$ cat config.mk
export PLATFORM = sky130hd
export DESIGN_NAME = vend_output_scheduler_flat
export DESIGN_NICKNAME = d
export VERILOG_FILES = /design/src/rtl/vend_pkg.sv /design/src/rtl/vend_output_scheduler_if.sv /design/src/rtl/vend_pulse_timer.sv /design/src/rtl/vend_output_scheduler.sv /design/src/flat_wrapper.sv
export SDC_FILE = /design/constraint.sdc
export NUM_CORES = 1
export LEC_CHECK = 0
export CAP_MARGIN = 40
export CORE_ASPECT_RATIO = 1.5
export CORE_MARGIN = 4
export CORE_UTILIZATION = 58
export CTS_BUF_LIST = sky130_fd_sc_hd__clkbuf_8
export CTS_CLUSTER_DIAMETER = 50
export CTS_CLUSTER_SIZE = 12
export DETAILED_ROUTE_END_ITERATION = 8
export PLACE_DENSITY_LB_ADDON = 0.3
export REMOVE_ABC_BUFFERS = 1
export SKIP_LAST_GASP = 1
export SLEW_MARGIN = 15
export SYNTH_ARGS = -nofsm -noshare
export SYNTH_HDL_FRONTEND = slang
export SYNTH_SLANG_ARGS = --single-unit
$ cat constraint.sdc
create_clock -name clock -period 2.5 [get_ports clock]
set_clock_uncertainty 0.05 [all_clocks]
set_input_delay 0.5 -clock clock [delete_from_list [all_inputs] [get_ports clock]]
set_output_delay 0.5 -clock clock [all_outputs]
set_load 0.01 [all_outputs]
$ cat src/rtl/vend_pkg.sv
// Shared definitions for the vending output scheduler.
// State codes, slot count and a one-hot check.
package vend_pkg;

  localparam int NSLOT = 4;

  localparam logic [2:0] S_IDLE     = 3'd0;
  localparam logic [2:0] S_DISP_ON  = 3'd1;
  localparam logic [2:0] S_DISP_GAP = 3'd2;
  localparam logic [2:0] S_COIN_ON  = 3'd3;
  localparam logic [2:0] S_COIN_GAP = 3'd4;
  localparam logic [2:0] S_DONE     = 3'd5;

  function automatic logic is_onehot(
    input logic [NSLOT-1:0] v
  );
    return (v != '0) && ((v & (v - 1'b1)) == '0);
  endfunction

endpackage

$ cat src/rtl/vend_output_scheduler_if.sv
// Order request and actuator output bundle between
// the payment FSM and the output scheduler.
interface vend_output_scheduler_if #(
  parameter int CHG_W = 3
);
  import vend_pkg::*;

  logic             vend_req;
  logic [NSLOT-1:0] vend_sel;
  logic [CHG_W-1:0] change_units;
  logic             restock;
  logic             busy;
  logic [NSLOT-1:0] motor;
  logic             coin_out;
  logic             done;
  logic             sold_out;
  logic             err;
  logic [NSLOT-1:0] stock_empty;

  modport master (
    output vend_req, vend_sel, change_units, restock,
    input  busy, motor, coin_out, done,
    input  sold_out, err, stock_empty
  );

  modport slave (
    input  vend_req, vend_sel, change_units, restock,
    output busy, motor, coin_out, done,
    output sold_out, err, stock_empty
  );

endinterface

$ cat src/rtl/vend_pulse_timer.sv
// Loadable down-counter shared by pulse and gap phases.
// expired is high once the count has reached zero.
module vend_pulse_timer #(
  parameter int TW = 4
) (
  input  logic          clock,
  input  logic          reset,
  input  logic          load,
  input  logic [TW-1:0] load_val,
  output logic          expired
);

  logic [TW-1:0] cnt;

  always_ff @(posedge clock or posedge reset) begin
    if (reset) begin
      cnt <= '0;
    end else if (load) begin
      cnt <= load_val;
    end else if (cnt != '0) begin
      cnt <= cnt - 1'b1;
    end
  end

  assign expired = (cnt == '0);

endmodule

$ cat src/rtl/vend_output_scheduler.sv
// Sequences dispense motor and change-coin pulses for
// one accepted order and tracks per-slot stock.
module vend_output_scheduler
  import vend_pkg::*;
#(
  parameter int PULSE_CYC  = 10,
  parameter int GAP_CYC    = 2,
  parameter int STOCK_INIT = 3,
  parameter int CHG_W      = 3
) (
  input  logic              clock,
  input  logic              reset,
  vend_output_scheduler_if.slave bus
);

  localparam int TMAX =
    (PULSE_CYC > GAP_CYC) ? PULSE_CYC : GAP_CYC;
  localparam int TW = $clog2(TMAX + 1);
  localparam logic [TW-1:0] PULSE_LD = TW'(PULSE_CYC - 1);
  localparam logic [TW-1:0] GAP_LD   = TW'(GAP_CYC - 1);
  localparam logic [3:0]    STOCK_LD = 4'(STOCK_INIT);

  logic [2:0]       state, state_n;
  logic [NSLOT-1:0] sel_q, sel_n;
  logic [CHG_W-1:0] coins_q, coins_n;
  logic [3:0]       stock [NSLOT];

  logic             t_load;
  logic [TW-1:0]    t_val;
  logic             expired;

  logic             sold_n, err_n;
  logic             dec, reload;
  logic             stock_hit;

  logic             busy_q, coin_q, done_q;
  logic             sold_q, err_q;
  logic [NSLOT-1:0] motor_q, empty;

  vend_pulse_timer #(
    .TW (TW)
  ) u_timer (
    .clock    (clock),
    .reset    (reset),
    .load     (t_load),
    .load_val (t_val),
    .expired  (expired)
  );

  always_comb begin
    stock_hit = 1'b0;
    for (int i = 0; i < NSLOT; i++) begin
      if (bus.vend_sel[i] && stock[i] != 4'd0)
        stock_hit = 1'b1;
    end
  end

  always_comb begin
    state_n = state;
    sel_n   = sel_q;
    coins_n = coins_q;
    t_load  = 1'b0;
    t_val   = PULSE_LD;
    sold_n  = 1'b0;
    err_n   = 1'b0;
    dec     = 1'b0;
    reload  = 1'b0;
    case (state)
      S_IDLE: begin
        if (bus.vend_req) begin
          if (is_onehot(bus.vend_sel)) begin
            sel_n   = bus.vend_sel;
            coins_n = bus.change_units;
            t_load  = 1'b1;
            if (stock_hit) begin
              state_n = S_DISP_ON;
            end else begin
              sold_n  = 1'b1;
              state_n = (bus.change_units != '0) ?
                        S_COIN_ON : S_DONE;
            end
          end else begin
            err_n = 1'b1;
          end
        end else if (bus.restock) begin
          reload = 1'b1;
        end
      end
      S_DISP_ON: begin
        if (expired) begin
          state_n = S_DISP_GAP;
          t_load  = 1'b1;
          t_val   = GAP_LD;
          dec     = 1'b1;
        end
      end
      S_COIN_ON: begin
        if (expired) begin
          state_n = S_COIN_GAP;
          t_load  = 1'b1;
          t_val   = GAP_LD;
          coins_n = coins_q - 1'b1;
        end
      end
      S_DISP_GAP, S_COIN_GAP: begin
        if (expired) begin
          t_load  = 1'b1;
          state_n = (coins_q != '0) ? S_COIN_ON : S_DONE;
        end
      end
      S_DONE:  state_n = S_IDLE;
      default: state_n = S_IDLE;
    endcase
  end

  // Outputs are registered from the next state so the
  // first pulse cycle lines up with the accepting edge.
  always_ff @(posedge clock or posedge reset) begin
    if (reset) begin
      state   <= S_IDLE;
      sel_q   <= '0;
      coins_q <= '0;
      busy_q  <= 1'b0;
      motor_q <= '0;
      coin_q  <= 1'b0;
      done_q  <= 1'b0;
      sold_q  <= 1'b0;
      err_q   <= 1'b0;
    end else begin
      state   <= state_n;
      sel_q   <= sel_n;
      coins_q <= coins_n;
      busy_q  <= (state_n != S_IDLE);
      motor_q <= (state_n == S_DISP_ON) ? sel_n : '0;
      coin_q  <= (state_n == S_COIN_ON);
      done_q  <= (state_n == S_DONE);
      sold_q  <= sold_n;
      err_q   <= err_n;
    end
  end

  always_ff @(posedge clock or posedge reset) begin
    if (reset) begin
      for (int i = 0; i < NSLOT; i++)
        stock[i] <= STOCK_LD;
    end else begin
      for (int i = 0; i < NSLOT; i++) begin
        if (reload)
          stock[i] <= STOCK_LD;
        else if (dec && sel_q[i] && stock[i] != 4'd0)
          stock[i] <= stock[i] - 4'd1;
      end
    end
  end

  always_comb begin
    empty = '0;
    for (int i = 0; i < NSLOT; i++)
      empty[i] = (stock[i] == 4'd0);
  end

  assign bus.busy        = busy_q;
  assign bus.motor       = motor_q;
  assign bus.coin_out    = coin_q;
  assign bus.done        = done_q;
  assign bus.sold_out    = sold_q;
  assign bus.err         = err_q;
  assign bus.stock_empty = empty;

endmodule

$ cat src/flat_wrapper.sv
// flat-port wrapper written by rule: the top's interface ports become plain ports
module vend_output_scheduler_flat import vend_pkg::*;
#(
  parameter int PULSE_CYC  = 10,
  parameter int GAP_CYC    = 2,
  parameter int STOCK_INIT = 3,
  parameter int CHG_W      = 3
)
  (clock, reset, bus_vend_req, bus_vend_sel, bus_change_units, bus_restock, bus_busy, bus_motor, bus_coin_out, bus_done, bus_sold_out, bus_err, bus_stock_empty);
  vend_output_scheduler_if #(.CHG_W(CHG_W)) bus_i ();
  input  logic clock;
  input  logic reset;
  input wire logic [$bits(bus_i.vend_req)-1:0] bus_vend_req;
  input wire logic [$bits(bus_i.vend_sel)-1:0] bus_vend_sel;
  input wire logic [$bits(bus_i.change_units)-1:0] bus_change_units;
  input wire logic [$bits(bus_i.restock)-1:0] bus_restock;
  output wire logic [$bits(bus_i.busy)-1:0] bus_busy;
  output wire logic [$bits(bus_i.motor)-1:0] bus_motor;
  output wire logic [$bits(bus_i.coin_out)-1:0] bus_coin_out;
  output wire logic [$bits(bus_i.done)-1:0] bus_done;
  output wire logic [$bits(bus_i.sold_out)-1:0] bus_sold_out;
  output wire logic [$bits(bus_i.err)-1:0] bus_err;
  output wire logic [$bits(bus_i.stock_empty)-1:0] bus_stock_empty;
  assign bus_i.vend_req = bus_vend_req;
  assign bus_i.vend_sel = bus_vend_sel;
  assign bus_i.change_units = bus_change_units;
  assign bus_i.restock = bus_restock;
  assign bus_busy = bus_i.busy;
  assign bus_motor = bus_i.motor;
  assign bus_coin_out = bus_i.coin_out;
  assign bus_done = bus_i.done;
  assign bus_sold_out = bus_i.sold_out;
  assign bus_err = bus_i.err;
  assign bus_stock_empty = bus_i.stock_empty;
  vend_output_scheduler #(.PULSE_CYC(PULSE_CYC), .GAP_CYC(GAP_CYC), .STOCK_INIT(STOCK_INIT), .CHG_W(CHG_W)) u_core (.clock(clock), .reset(reset), .bus(bus_i));
endmodule
Word level (Yosys, flattened, before mapping)
Cells that the tools add are included.
{ "op_classes": {"add_sub_neg": 7, "n_bitwise": 1, "mux": 48, "reduce_logical": 39, "eq_ne": 10} }
{ "op_table": {"columns": ["operator", "count"], "rows": [
  ["$mux W4", 16],
  ["$mux W3", 11],
  ["$logic_not A4 Y1", 6],
  ["$reduce_bool A4 Y1", 6],
  ["$sub A4 B1 Y4 const B", 6],
  ["$mux W1", 18],
  ["$logic_and A1 B1 Y1", 13],
  ["$pmux W3 S4", 1],
  ["$reduce_bool A2 Y1", 6],
  ["$eq A3 B2 Y1 const B", 3],
  ["$reduce_bool A3 Y1", 3],
  ["$eq A3 B1 Y1 const B", 2],
  ["$eq A3 B3 Y1 const B", 2],
  ["$pmux W3 S2", 1],
  ["$and A4 B4 Y4", 1],
  ["$ne A2 B1 Y1 const B", 2],
  ["$reduce_and A4 Y1", 1],
  ["$reduce_or A2 Y1", 2],
  ["$reduce_or A4 Y1", 1],
  ["$logic_not A3 Y1", 1],
  ["$sub A3 B1 Y3 const B", 1],
  ["$ne A2 B2 Y1 const B", 1],
  ["$pmux W1 S2", 1]
]} }
{ "word_totals": {"regBits": 39} }

Depth between registers and ports, before layout
Gate-level depths: netlist of run 1.
{ "depth": {"depth_word": 12, "ltp_mapped": 8, "depth_no_buf": 7} }

Hierarchy
From an unflattened synthesis of run 1, not the netlist that was laid out.
{ "hier_totals": {"cells_unflattened": 223, "hier_area_um2": 2284.7} }
{ "by_module_without_submodules": {"columns": ["mod", "cells_each", "area_each_um2", "seq_area_each_um2", "instances"], "rows": [
  ["vend_output_scheduler", 200, 2048.2, 885.8, 1],
  ["vend_pulse_timer", 23, 236.5, 100.1, 1]
]} }

Worst setup path before layout of run 1
Ideal clock, no wire load.
{ "synth_path": {"path_type": "input to register", "from": "in bus_vend_sel[2]", "to": "reg u_core.motor_q[1], in the netlist u_core.bus.motor[1]", "stages": 6, "slack_ps": 419, "path_buffers": 1, "arrival_ps": 1958, "setup_ps": 73, "path_cell_list": "buf_4 > xor2_1 > a221o_1 > and4b_4 > or4_4 > nor2b_1"} }
{ "synth_via": {"elab_chain_len": 9, "word_cells_on_any_way": 17, "classes_between": "add/sub: 1; eq/ne: 1; mux: 10; bitwise: 1; reduce/logical: 4"} }
{ "synth_rtl": {"columns": ["element", "line", "source"], "rows": [
  ["from (decl)", "flat_wrapper.sv:14", "input wire logic [$bits(bus_i.vend_sel)-1:0] bus_vend_sel;"],
  ["$sub A4 B1 Y4 / $logic_and A1 B1 Y1 (equally long branches)", "vend_pkg.sv:17, vend_output_scheduler.sv:53", null],
  ["$and A4 B4 Y4 / $mux W1 (equally long branches)", "vend_pkg.sv:17, vend_output_scheduler.sv:53", null],
  ["$logic_not A4 Y1 / $mux W1 (equally long branches)", "vend_pkg.sv:17, vend_output_scheduler.sv:53", null],
  ["$logic_and A1 B1 Y1 / $mux W3 (equally long branches)", "vend_pkg.sv:17, vend_output_scheduler.sv:75", null],
  ["$mux W3", "vend_output_scheduler.sv:71", "if (is_onehot(bus.vend_sel)) begin"],
  ["$mux W3", "vend_output_scheduler.sv:70", "if (bus.vend_req) begin"],
  ["$pmux W3 S4", "vend_output_scheduler.sv:68", "case (state)"],
  ["$eq A3 B1 Y1", "vend_output_scheduler.sv:134", "motor_q <= (state_n == S_DISP_ON) ? sel_n : '0;"],
  ["$mux W4 *", "vend_output_scheduler.sv:134", null],
  ["to (signal assigned)", "vend_output_scheduler.sv:134", null],
  ["to (decl)", "vend_output_scheduler.sv:38", "logic [NSLOT-1:0] motor_q, empty;"]
]} }
Mark *: on every way between the ends. The rest lies on a longest branch, timed or not.
A chain may end at the register's enable or synchronous reset.

Final worst setup path of run 1
Ends and elaborated chain as after synthesis.

==> flow_results.org, run 1 <==
** Synth
- For this run, asynchronously set or reset flops after synthesis account for 100%.
- During synthesis, Yosys emitted a total of 0 warnings.
- Of the synthesized area, sequential elements account for 46.0%.
- Counting every instance in the synthesized netlist gives 225.
- Number of storage elements in the synthesis netlist :: 39
- Counting flops with a built-in enable in the synthesized netlist gives 0.
- Yosys mapped the design onto 50 distinct sky130hd cell types.
- By count the netlist is led by dfrtp_1 (31), inv_1 (25), nor2_1 (23).
- Library cell with the largest summed area after synthesis :: dfrtp_1
- The synthesized netlist occupies a cell area of 2140 um^2.
- In the synthesized netlist the dominant register cell turns out to be dfrtp_1.
- Share of the synthesized area in the top cell type :: 36.2%
- After synthesis, the cell types taking the most area are dfrtp_1 (36%), dfstp_2 (9.8%), xnor2_1 (4.5%).
- Most numerous cell in the Yosys netlist :: dfrtp_1
- Dividing the synthesized area by the synthesized cell count gives 9.52 um^2.

** Setup path
- Along the worst path, the maximum fanout reaches 6.
- The worst register-to-register path begins at u_core.stock[8]$_DFFE_PP1P_.
- Required time of the critical path :: 2.67 ns
- Type of the setup path with the least slack :: primary input to register
- Worst-path cell chain :: clkdlybuf4s50_1 -> xor2_1 -> a221o_1 -> and4b_4 -> or4_4 -> nor2b_1
- The worst register-to-register path has a setup slack of 0.42 ns.
- Measured in cells, the most critical reg-to-reg path has a length of 7.
- Data arrives at the worst endpoint at 2.46 ns.
- In this design, the stage delay of the slowest critical-path cell is 0.51 ns.
- Sort of element at the end of the critical path :: register
- Worst flop-to-flop path endpoint :: u_core.bus.motor[1]$_DFF_PP0_
- Launching element type of the critical path :: primary input
- Critical-path top delay cell :: clkdlybuf4s50_1

** Placement
- GPL Wtd Cong :: 0.917
- Estimated wirelength of the detail-placed design :: 3410 um
- Instance count after placement with tap cells included :: 298
- Port buffering added 23 buffers.
- Worst setup slack before clock tree synthesis :: -0.0679 ns
- Once placement finished, the instance area stood at 2490 um^2.

** Drt
- Detail-routed net length per standard cell :: 14.7 um
- Remaining design rule violation count :: 0
- In this run the remaining antenna-violating nets after routing total 0.
- Router iterations before antenna repair :: 4
- In the routed layout, each cell is associated on average with a via count of 5.71.
- Final wirelength :: 4500 um
- Across all layers, the routed design uses 1,746 vias.
- First-iteration detailed-routing DRC count :: 104

** Clocking
- Hold buffers post-CTS :: 0
- Clock-pin slew was measured on the worst setup and hold paths at 0.07 ns.
- Max H-tree Level :: 2
- Clk Latency, worst-skew pair :: 0.29 ns
- Cts bufs inserted :: 5
- Root buf cell :: clkbuf_8
- Bufs on Longest Clock Path :: 2
- CTS tree :: done
- The tree built by TritonCTS fans out to 39 sinks.

** GRT
- Global-route wire length before repair :: 7830 um
- The number of antenna violations at the first check in global routing was 0.
- The via count of the first global-routing pass was 1,781.
- Overall routing resource usage :: 21.7%
- Largest net degree at the start of global routing :: 40
- GRT Residual Overflow :: 0

** Timing
- Slew Limit Fails :: 0
- The final-report hold violation count is 0.
- Slew of the pin with the lowest slew margin :: 0.484 ns
- Timing would allow up to 0.436 GHz.
- Setup repair after global routing left no endpoint under its margin.
- Final setup violation count :: 0
- Final min period :: 2.29 ns
- Slew margin rel. :: 67.7%
- Crit share post-route :: 91.8%
- Minimum setup slack in the final design :: 0.206 ns
- The tightest hold path in the finished design has a slack of 0.440 ns.

** Power
- Worst-case vdd ir drop :: 0.000711 V
- For this design the static power due to leakage is 1.29 nW.
- For this design the ratio of total power to cell area is 945 nW/um^2.

** Cells and area
- Final core utilization :: 75.3%
- Layout overhead on the synthesized area :: 22.3%
- Footprint of the flip-flops and latches :: 986 um^2
- Ant diodes :: 0
- Cells with a size suffix above 1 make up 19.3% of the layout.
- With fillers left out, the area of the finished cells amounts to 2620 um^2.
- The final layout contains 281 nets.
- Finished Layout Cells :: 306
- Area occupied by multi-input gates :: 998 um^2
- Count of filler cells inserted in the layout :: 244

** Floorplan
- Die Area :: 4750 um^2
- Initial Util :: 61.5%
- Row count :: 26
- For this design the top-level I/O count stands at 24.
- The die is 57.6 um wide.
- Height of the die :: 82.4 um
- Core Footprint :: 3480 um^2

** Worst hold path
- The min-delay analysis places its worst path in the category register to register.
- The worst hold path terminates at u_core.coins_q[0]$_DFFE_PP0P_.
- Along the worst hold path, the cell count comes to 1.
- Critical hold path startpoint :: u_core.coins_q[0]$_DFFE_PP0P_

** Status
- Outcome :: finished, final reports clean

** Run
- Max Cap Viol :: 0
==> cells by family after synthesis <==
family / Yosys count / synth area share [%]
simple gates: 89 / 23.4
compound gates: 40 / 12.9
flops: 39 / 46.0
buf+inv: 36 / 7.77
xor+xnor: 12 / 4.91
fa+ha+maj: 7 / 4.09
mux: 2 / 0.993
==> cells in the final DEF, fill, tap and decap left out, types with 2 or more instances in the layout <==
cell | Yosys | layout
nor3_1 | 7 | 7
buf_4 | 1 | 19
a32o_1 | 2 | 2
a221o_1 | 2 | 2
a22oi_1 | 3 | 3
nor3b_2 | 2 | 2
dfstp_2 | 8 | 8
and2_1 | 2 | 2
dfrtp_1 | 31 | 31
a211oi_1 | 3 | 3
nand2_1 | 15 | 15
or3_1 | 3 | 3
clkdlybuf4s50_1 | 0 | 19
xnor2_1 | 11 | 11
nand4_1 | 4 | 4
or3b_2 | 5 | 4
a31oi_1 | 3 | 3
nor4_1 | 6 | 6
ha_1 | 7 | 7
a21oi_1 | 6 | 6
dlygate4sd2_1 | 0 | 3
nor2_1 | 23 | 23
nand3_1 | 5 | 5
o211ai_1 | 5 | 5
nor2b_1 | 8 | 8
clkbuf_8 | 0 | 6
inv_1 | 25 | 25
o21ai_0 | 8 | 8
==> repair_timing <==
| action | CTS | global route |
|---|---|---|
| resized for setup | 4 | 2 |
| setup endpoints to repair | 4 | 2 |
| pin swaps | 0 | 0 |
| setup buffers | 0 | 0 |
| cloned | 0 | 0 |
| hold endpoints to repair | 0 | 0 |
==> per-layer routing <==
metal	GRT usage [%]	wire, um
met5	0	0
met4	11.8	138
met3	5.75	145
met2	38.5	2420
met1	23.3	1800
==> state kept, by name, indices dropped and copies added (netlist names), 3 cells and up <==
register / flops
u_core.state: 3
u_core.u_timer.cnt: 4
u_core.stock: 16
u_core.bus.motor: 4
u_core.coins_q: 3
u_core.sel_q: 4
==> where the power goes <==
group,leakage [nW],internal (W),switching (W)
registers,0.484,0.000858,0.000144
clock network,0.0612,0.000323,0.000215
logic,0.747,0.000459,0.000477
total,1.29,0.00164,0.000836
==> layout make-up <==
class,count,share of cell area [%]
Multi-Input combinational cell,150,38.1
Tap cell,42,2.01
Clock buffer,6,3.15
Timing Repair Buffer,42,14.2
Inverter,25,3.58
Clock inverter,2,1.34
Sequential cell,39,37.6
==> worst max path at each step <==
stage	start	end	slack, ns	cells past startpoint
2_1_floorplan	u_core.u_timer.cnt[0]$_DFFE_PP0P_	u_core.stock[3]$_DFFE_PP0P_	0.46	7
4_1_cts	u_core.stock[8]$_DFFE_PP1P_	bus_stock_empty[1]	0.02	5
6_report	bus_vend_sel[2]	u_core.bus.motor[1]$_DFF_PP0_	0.21	6
3_3_place_gp	bus_vend_sel[1]	u_core.bus.motor[2]$_DFF_PP0_	-0.06	6
5_1_grt	bus_vend_sel[1]	u_core.bus.motor[1]$_DFF_PP0_	0.09	6
3_5_place_dp	bus_vend_sel[1]	u_core.bus.motor[1]$_DFF_PP0_	-0.07	6
==> critical path, delay by kind of cell <==
family,cells,cell delay [ns]
AND/OR/NAND/NOR,3,0.87
XOR/XNOR,1,0.19
buffers and inverters,1,0.51
AO/OA/AOI/OAI,1,0.38
==> metrics by stage <==
step,setup TNS (ns),power (W)
4_1_cts,0,0.00249
3_3_place_gp,-0.261,0.00191
2_1_floorplan,0,0.00158
5_1_grt,0,0.00268
3_5_place_dp,-0.314,0.00194
6_report,0,0.00248
Note: power is estimated with default switching activity, not from simulation.
==> inputs of run 2 (changes only) <==
--- a/config.mk
+++ b/config.mk
@@ -7,7 +7,6 @@
 export LEC_CHECK = 0
 export CAP_MARGIN = 40
 export CORE_ASPECT_RATIO = 1.5
-export CORE_MARGIN = 4
 export CORE_UTILIZATION = 58
 export CTS_BUF_LIST = sky130_fd_sc_hd__clkbuf_8
 export CTS_CLUSTER_DIAMETER = 50
==> run 2 against run 1 <==
Compared with the run above: combinational power fell by 2.8%; clock-buffer cell count rose by 1; via count fell by 0.69%; flip-flop and latch count did not move; first-iteration DRC count fell by 40%; final area fell by 0.38%; setup slack got worse by 0.098 ns; wire length fell by 0.98%; cell count fell by 0.33%; maximum frequency fell by 4.1%; critical path type unchanged; largest cell class unchanged.
==> flow_results.org, run 2 (synthesized netlist as in run 1, its figures left out) <==
** Timing
- The highest clock rate came to 0.418 GHz (-4.1%).
- Slew of the pin with the lowest slew margin :: 0.480 ns (-0.00383 ns)
- Setup repair after global routing left no endpoint under its margin.
- The worst-case headroom to the max-slew limit is 68.0% (+0.26 points).
- Final min period :: 2.39 ns (+0.0977 ns)
- The final setup violation count came to 0 (unchanged).
- The max-slew violation total from the final report was 0 (unchanged).
- The worst hold slack across all endpoints was 0.433 ns (-0.00741 ns).
- Crit share post-route :: 95.7% (+3.9 points)
- The final-report hold violation count was 0 (unchanged).

** Floorplan
- Initial Util :: 61.5% (unchanged)
- Core Footprint :: 3480 um^2 (unchanged)
- The number of top-level design ports is 24 (unchanged).
- Floorplan die width :: 51.6 um (-10%)
- Height of the die :: 76.4 um (-7.3%)
- Row count :: 26 (unchanged)
- Die Area :: 3950 um^2 (-17%)

** Power
- Cell leakage power :: 1.31 nW (+1.6%)
- Power spent charging and discharging nets :: 0.000821 W (-1.8%)
- The clock network power share is 19.1% (-2.6 points).
- Share of total power in sequential cells :: 42.7% (+2.3 points)
- Internal Pwr Total :: 0.00156 W (-5.1%)
- Overall power consumption :: 0.00238 W (-4.0%)
- The net switching fraction of the power came to 34.6% (+0.78 points).
- Combinational share of power :: 38.3% (+0.5 points)
- Worst-case vdd ir drop :: 0.000830 V (+17%)
- PwrDens :: 911 nW/um^2 (-3.6%)

** Drt
- Final wirelength :: 4460 um (-0.98%)
- Via/cell ratio :: 5.69 (-0.36%)
- Router iterations before antenna repair :: 4 (unchanged)
- Remaining design rule violation count :: 0 (unchanged)
- The DRC marker count from the first detailed-route iteration was 62 (-40%).
- Count of antenna-violating nets left after detailed routing :: 0 (unchanged)
- The mean routed wirelength per cell came to 14.6 um (-0.65%).
- The detailed-route via count came to 1,734 (-0.69%).

** Clocking
- CTS tree :: done
- Clk Latency, worst-skew pair :: 0.29 ns (about the same)
- Clock-pin slew on the worst setup and hold paths :: 0.07 ns (about the same)
- Max H-tree Level :: 2 (unchanged)
- Root buf cell :: clkbuf_8
- Cts bufs inserted :: 5 (unchanged)
- The number of buffers between clock root and the deepest sink is 2 (unchanged).
- The sink count of the clock tree is 39 (unchanged).

** GRT
- The via count of the first global-routing pass came to 1,686 (-5.3%).
- The aggregate global-route resource usage is 25.1% (+3.4 points).
- The number of antenna violations at the first check in global routing was 0 (unchanged).
- The overall overflow remaining after global route is 0 (unchanged).
- Largest net degree at the start of global routing :: 40 (unchanged)
- Global-route wire length before repair :: 7310 um (-6.7%)

** Cells and area
- The number of nets in the layout is 280 (-0.36%).
- The library cell used most frequently in the layout, excluding fill and tap cells, is dfrtp_1.
- Ranked by flip-flop count, first place goes to u_core.stock.
- Top library cells by usage in the layout, fill and taps aside :: dfrtp_1 (31), inv_1 (26), nor2_1 (23)
- Flip-flop count of the largest register, all copies and words added :: 16 (unchanged)
- Layout overhead on the synthesized area :: 21.8%
- The antenna cell count was 0 (unchanged).
- Share of post-route cells with drive strength above 1 :: 19.0% (-0.31 points)

** Setup path
- Sort of element at the end of the critical path :: register
- The largest driver fanout on the critical path came to 7 (+1).
- Required time of the critical path :: 2.66 ns (about the same)
- The critical path is of the primary input to register type.
- The worst setup path is launched from a primary input.
- Crit path DAT :: 2.55 ns (+0.09 ns)

** Placement
- The post-DP HPWL is 3180 um (-6.6%).
- The weighted congestion reported at the end of routability-driven placement is 0.870 (-5.1%).
- Number of port buffers :: 23 (unchanged)

** Worst hold path
- Path type of the worst min-delay path :: register to register

** Run
- The max-cap check violation count came to 0 (unchanged).

** Status
- The run finished with clean final reports.
==> run 2: per-stage QoR <==
stage / cells / utilization, % / worst slack [ns] / instance area [um^2] / setup TNS (ns)
global placement: 297 / 71.5 / -0.0748 / 2490 / -0.299
global route: 305 / 75.0 / 0.0638 / 2610 / 0
floorplan: 214 / - / 0.462 / 2070 / 0
CTS: 305 / 74.5 / 0.0179 / 2590 / 0
finish: 305 / 75.0 / 0.108 / 2610 / 0
detailed placement: 297 / 71.5 / -0.242 / 2490 / -1.69
==> run 2: repair_timing <==
item,CTS,global route
endpoints found under the setup margin,4,7
gates resized for setup,4,5
hold buffers,0,0
setup buffers,0,0
==> run 2: area by class of cell <==
type	count	area, um^2
multi-input combinational	150	1010
clock buffer	7	96.3
fill	240	871
tap	42	52.6
timing repair buffer	41	372
clock inverter	1	3.75
sequential	39	986
inverter	25	93.8
==> run 2: worst paths after layout <==
kind                                                   start                            end  slack [ns]  cells past startpoint
setup / recovery                             bus_vend_sel[3]  u_core.bus.motor[0]$_DFF_PP0_        0.11                      6
hold / removal                 u_core.coins_q[0]$_DFFE_PP0P_  u_core.coins_q[0]$_DFFE_PP0P_        0.43                      1
setup reg to reg           u_core.u_timer.cnt[0]$_DFFE_PP0P_    u_core.stock[7]$_DFFE_PP0P_        0.37                      7
hold reg to reg                u_core.coins_q[0]$_DFFE_PP0P_  u_core.coins_q[0]$_DFFE_PP0P_        0.43                      1
max in group asynchronous                              reset    u_core.stock[5]$_DFFE_PP1P_        1.47                      3
min in group asynchronous                              reset      u_core.bus.busy$_DFF_PP0_        0.57                      3
==> run 2: power groups by stage <==
| stage | sequential [W] | combinational [W] | clock, W |
|---|---|---|---|
| 4_1_cts | 0.00101 | 0.000914 | 0.000468 |
| 3_3_place_gp | 0.00102 | 0.000874 | 0 |
| 5_1_grt | 0.00104 | 0.00101 | 0.000487 |
| 6_report | 0.00101 | 0.000910 | 0.000453 |
| 3_5_place_dp | 0.00102 | 0.000900 | 0 |
| 2_1_floorplan | 0.00100 | 0.000578 | 0 |
==> run 2: per-layer routing <==
metal | routed length, um | vias to the layer above | track usage [%]
li1 | - | 845 | -
met1 | 1810 | 850 | 29.3
met2 | 2430 | 31 | 42.9
met3 | 114 | 8 | 4.39
met4 | 94 | 0 | 12.4
met5 | 0 | - | 0
==> run 2: worst max-delay path: stages <==
cell             delay (ns)
clkdlybuf4s50_1        0.62
nor2_1                 0.12
a221o_1                0.40
and4b_4                0.24
or4_4                  0.52
a21oi_2                0.15
==> edit 1, RTL diff (flow settings as in run 2) <==
`CHG_W` is set to 3 in 3 places; all go to 2.
--- a/src/rtl/vend_output_scheduler_if.sv
+++ b/src/rtl/vend_output_scheduler_if.sv
@@ -2,5 +2,5 @@
 // the payment FSM and the output scheduler.
 interface vend_output_scheduler_if #(
-  parameter int CHG_W = 3
+  parameter int CHG_W = 2
 );
   import vend_pkg::*;
--- a/src/rtl/vend_output_scheduler.sv
+++ b/src/rtl/vend_output_scheduler.sv
@@ -7,5 +7,5 @@
   parameter int GAP_CYC    = 2,
   parameter int STOCK_INIT = 3,
-  parameter int CHG_W      = 3
+  parameter int CHG_W      = 2
 ) (
   input  logic              clock,
--- a/src/flat_wrapper.sv
+++ b/src/flat_wrapper.sv
@@ -5,5 +5,5 @@
   parameter int GAP_CYC    = 2,
   parameter int STOCK_INIT = 3,
-  parameter int CHG_W      = 3
+  parameter int CHG_W      = 2
 )
   (clock, reset, bus_vend_req, bus_vend_sel, bus_change_units, bus_restock, bus_busy, bus_motor, bus_coin_out, bus_done, bus_sold_out, bus_err, bus_stock_empty);
Interface: changed (resized bus_change_units); port bits go from 24 to 23. No check against the original RTL was run, so the function may have changed too.
==> edit 1 against run 2 <==
Worst setup slack better by 0.12 ns. Total power shrank 1.5%. Sequential share of layout area grew 0.68 points. Design area fell by 4.3%. Synthesized cell count shrank 3.1%. Routed wire length shrank 2.7%. Synthesized area down 3.5%. Sequential cell count down 1. Critical path type is now reg2out. Highest routed layer unchanged.
==> edit 1: results (changes against run 2) <==
- The number of H-tree levels came to 2 (unchanged).
- The routed wirelength normalized by instance count is 14.8 µm (+1.3%).
- The placed cell area is 2380 µm² (-4.2%).
- The register area share after synthesis came to 0.465 (+0.00461).
- The pin count of the biggest net entering global routing is 35 (-13%).
- The number of antenna violations at the first check in global routing was 0 (unchanged).
- The count of vias placed by the detailed router is 1701 (-1.9%).
- The combinational cell fraction of total power came to 0.361 (-0.022).
- The power of the clock network is 0.510 mW (+13%).
- The number of CTS-inserted buffers is 5 (unchanged).
- The type of the most critical hold path is in2async.
- Yosys attributes the largest share of cell area to sky130_fd_sc_hd__dfrtp_1 (36%), sky130_fd_sc_hd__dfstp_2 (10%), sky130_fd_sc_hd__xnor2_1 (5.1%).
- The reg-to-reg setup timing slack came to 0.26 ns (-0.11 ns).
- The detailed placement HPWL is 3160 µm (-0.65%).
- The fraction of final layout cells sized beyond drive strength 1 is 0.167 (-0.0228).
- The part of the cycle the worst path needs was 0.909 (-0.0480).
- The post-synthesis async set-or-reset flop share was 1.00 (unchanged).
- The worst reg2reg path endpoint is u_core.state[1].
- By count the netlist is led by sky130_fd_sc_hd__dfrtp_1 (30), sky130_fd_sc_hd__inv_1 (26), sky130_fd_sc_hd__nor2_1 (22), sky130_fd_sc_hd__nand2_1 (21), sky130_fd_sc_hd__xnor2_1 (12).
- The number of global-route vias before repair is 1522 (-9.7%).
- The total internal power is 1.53 mW (-1.5%).
- The number of different library cells in the post-synthesis netlist is 48 (-4.0%).
- The clock latency on the worst-skew pair is 0.29 ns (about the same).
- The quantity of I/O buffers inserted on ports is 22 (-4.3%).
- The first-pass GRT wire length is 6960 µm (-4.8%).
- The warning count from the yosys run is 0 (unchanged).
- The total leakage power is 1.25 nW (-4.8%).
- The count of inserted antenna diode cells is 0 (unchanged).
- The iteration-0 DRC count of the detailed router is 53 (-15%).
- The routed wire length came to 4340 µm (-2.7%).
- The average size of a mapped cell came to 9.48 µm² (-0.41%).
- The weighted congestion at the end of routability-driven global placement is 0.856 (-1.6%).
- The number of placed instances, taps included is 285 (-4.0%).
- In this run the worst setup path begins at u_core.stock[12].
- The reg-to-reg startpoint is u_core.stock[12].
- In the synthesized netlist the dominant register cell turns out to be sky130_fd_sc_hd__dfrtp_1.
- The pre-CTS setup slack is -0.00666 ns (+0.235 ns).
- The master cell of the clock root buffer is sky130_fd_sc_hd__clkbuf_8.
- The global-route total usage across every layer is 0.255 (+0.00329).
- The worst hold-check slack is 0.349 ns (-0.0833 ns).
- The relative max-transition margin came to 0.678 (-0.00181).
- The peak ir drop on the vdd network is 711 µV (-14%).
- The number of nets in the layout is 266 (-5.0%).
- The run finished with clean final reports.
- The share of total power consumed by net switching is 0.346 (about the same).
- The highest net fanout along the worst path is 3 (-4).
- The signal arrival time at the worst endpoint was 1.72 ns (-0.83 ns).
- The register ranked first by flip-flop count is u_core.stock.
edit 1: layout make-up:
class / instances / area, µm²
Multi-Input combinational cell: 144 / 958
Timing Repair Buffer: 35 / 320
Inverter: 26 / 97.6
Fill cell: 268 / 917
Clock inverter: 3 / 40.0
Clock buffer: 5 / 68.8
Sequential cell: 38 / 961
Tap cell: 42 / 52.6
edit 1: layer usage:
layer	wire [µm]	GRT usage	up-vias
li1	-	-	809
met4	128	0.136	0
met5	0	0	-
met2	2250	0.446	49
met1	1800	0.296	831
met3	159	0.0444	12
edit 1: how the worst max path moves through the flow:
| stage | end | slack, ns | cells after the start |
|---|---|---|---|
| after global placement | u_core.bus.coin_out | 0.007 | 6 |
| final | bus_stock_empty[0] | 0.23 | 5 |
| after global routing | u_core.bus.coin_out | 0.15 | 6 |
| after floorplan | u_core.state[1] | 0.53 | 7 |
| after CTS | bus_stock_empty[3] | 0.03 | 5 |
| after detailed placement | u_core.bus.coin_out | -0.007 | 6 |
edit 1: cell families (layout without fill, tap and decap cells):
family | after synthesis | after routing | synth area share
buf+inv | 36 | 69 | 0.0738
flops | 38 | 38 | 0.465
compound gates | 36 | 36 | 0.135
mux | 3 | 3 | 0.0151
simple gates | 85 | 85 | 0.215
xor+xnor | 14 | 14 | 0.0593
fa+ha+maj | 6 | 6 | 0.0363
edit 1: critical path, stage by stage (launching register included):
cell and delay (ns):
sky130_fd_sc_hd__dfstp_2 0.37, sky130_fd_sc_hd__inv_1 0.09, sky130_fd_sc_hd__ha_1 0.17, sky130_fd_sc_hd__or3b_2 0.48
sky130_fd_sc_hd__inv_1 0.07, sky130_fd_sc_hd__dlygate4sd2_1 0.25
==> edit 2, RTL diff (config.mk and constraints of run 2) <==
Without the edit above. Make the reset (`reset`) synchronous in 3 clocked blocks.
--- a/src/rtl/vend_pulse_timer.sv
+++ b/src/rtl/vend_pulse_timer.sv
@@ -13,5 +13,5 @@
   logic [TW-1:0] cnt;
 
-  always_ff @(posedge clock or posedge reset) begin
+  always_ff @(posedge clock) begin
     if (reset) begin
       cnt <= '0;
--- a/src/rtl/vend_output_scheduler.sv
+++ b/src/rtl/vend_output_scheduler.sv
@@ -116,5 +116,5 @@
   // Outputs are registered from the next state so the
   // first pulse cycle lines up with the accepting edge.
-  always_ff @(posedge clock or posedge reset) begin
+  always_ff @(posedge clock) begin
     if (reset) begin
       state   <= S_IDLE;
@@ -140,5 +140,5 @@
   end
 
-  always_ff @(posedge clock or posedge reset) begin
+  always_ff @(posedge clock) begin
     if (reset) begin
       for (int i = 0; i < NSLOT; i++)
Check against the original RTL: differs if reset is asserted again (counterexample within 4 cycles, from zero or initial values and one cycle with reset high); with reset held inactive, the same outputs for 10 cycles.
==> edit 2 against run 2 <==
Via count grew 4.9%. Design area fell by 1.3%. Synthesized cell count up 4.4%. Total power shrank 30%. Routed wire length shrank 2.9%. Worst setup slack worse by 0.097 ns. Synthesized area down 1.7%. Fmax decreased by 3.9%. Non-clock buffer count grew 2. Sequential cell count did not move. Global-route usage decreased by 0.97 points. Final cell count up 3.9%. Largest cell class unchanged. Largest power group unchanged. Highest routed layer unchanged.
==> edit 2: results (changes against run 2) <==
- The flow ran to the end, and the final reports show no timing, DRC or antenna violations.
- The delay of the slowest critical-path stage is 0.52 ns (-0.10 ns).
- The peak ir drop on the vdd network is 507 µV (-39%).
- The register area share after synthesis is 0.447 (-0.0135).
- The iteration-0 DRC count of the detailed router is 53 (-15%).
- The count of vias placed by the detailed router came to 1819 (+4.9%).
- The weighted congestion at the end of routability-driven global placement is 0.876 (+0.62%).
- The routed wirelength normalized by instance count is 13.6 µm (-6.6%).
- The global-route total usage across every layer came to 0.242 (-0.00973).
- The number of combinational gates with multiple inputs is 165 (+10%).
- The number of placed instances, taps included is 305 (+2.7%).
- The number of global-route vias before repair is 1736 (+3.0%).
- The buffers inserted during post-CTS setup optimization is 3 (+3).
- The number of nets in the layout is 292 (+4.3%).
- The fraction of final layout cells sized beyond drive strength 1 was 0.135 (-0.0556).
- The post-route met1 wirelength is 1620 µm (-10%).
- The worst hold endpoint is u_core.coins_q[1].
- The met1 usage was 0.225 (-0.0675).
- The met3 routing resource usage after global routing came to 0.0419 (-0.00200).
- The sequential power is 0.780 mW (-23%).
- The signal arrival time at the worst endpoint is 1.94 ns (-0.61 ns).
- In the post-synthesis netlist, the biggest area contributors are sky130_fd_sc_hd__edfxtp_1 (23%), sky130_fd_sc_hd__dfxtp_1 (22%), sky130_fd_sc_hd__nor2_1 (5.7%).
- The highest net fanout along the worst path is 4 (-3).
- The number of cells on the worst reg-to-reg path came to 6 (-1).
- The first-pass GRT wire length is 6930 µm (-5.1%).
- The total net switching power is 0.533 mW (-35%).
- The number of different library cells in the post-synthesis netlist was 47 (-6.0%).
- The share of cell area taken by multi-input logic gates is 0.403 (+0.0174).
- The instance count along the most critical hold path is 2 (+1).
- The worst register-to-register path ends at u_core.stock[0][11].
- The kind of cell with the highest combined delay on the critical path is buffers and inverters.
## edit 2: cell types whose count changed after synthesis, sizes merged, moves of 4 or more
cell / change
dfrtp: -31
dfxtp: +23
edfxtp: +16
dfstp: -8
nor2: +8
nor2b: -6
nor3: +6
inv: -5
nand2: +4
or3: +4
## edit 2: worst min-delay path: cells and delay by family (launching register included)
kind | cells | cell delay, ns
flops | 1 | 0.34
mux | 1 | 0.07
simple gates | 1 | 0.07
## edit 2: stage by stage
| step | hold WS, ns | setup WS (ns) | util | instance area, µm² |
|---|---|---|---|---|
| global placement | 0.433 | 0.0182 | 0.709 | 2450 |
| detailed placement | 0.444 | -0.0325 | 0.709 | 2450 |
| global route | 0.495 | -0.0601 | 0.747 | 2570 |
| CTS | 0.463 | 0.00645 | 0.742 | 2560 |
| finish | 0.459 | 0.0111 | 0.747 | 2570 |
| floorplan | 0.405 | 0.117 | - | 2040 |
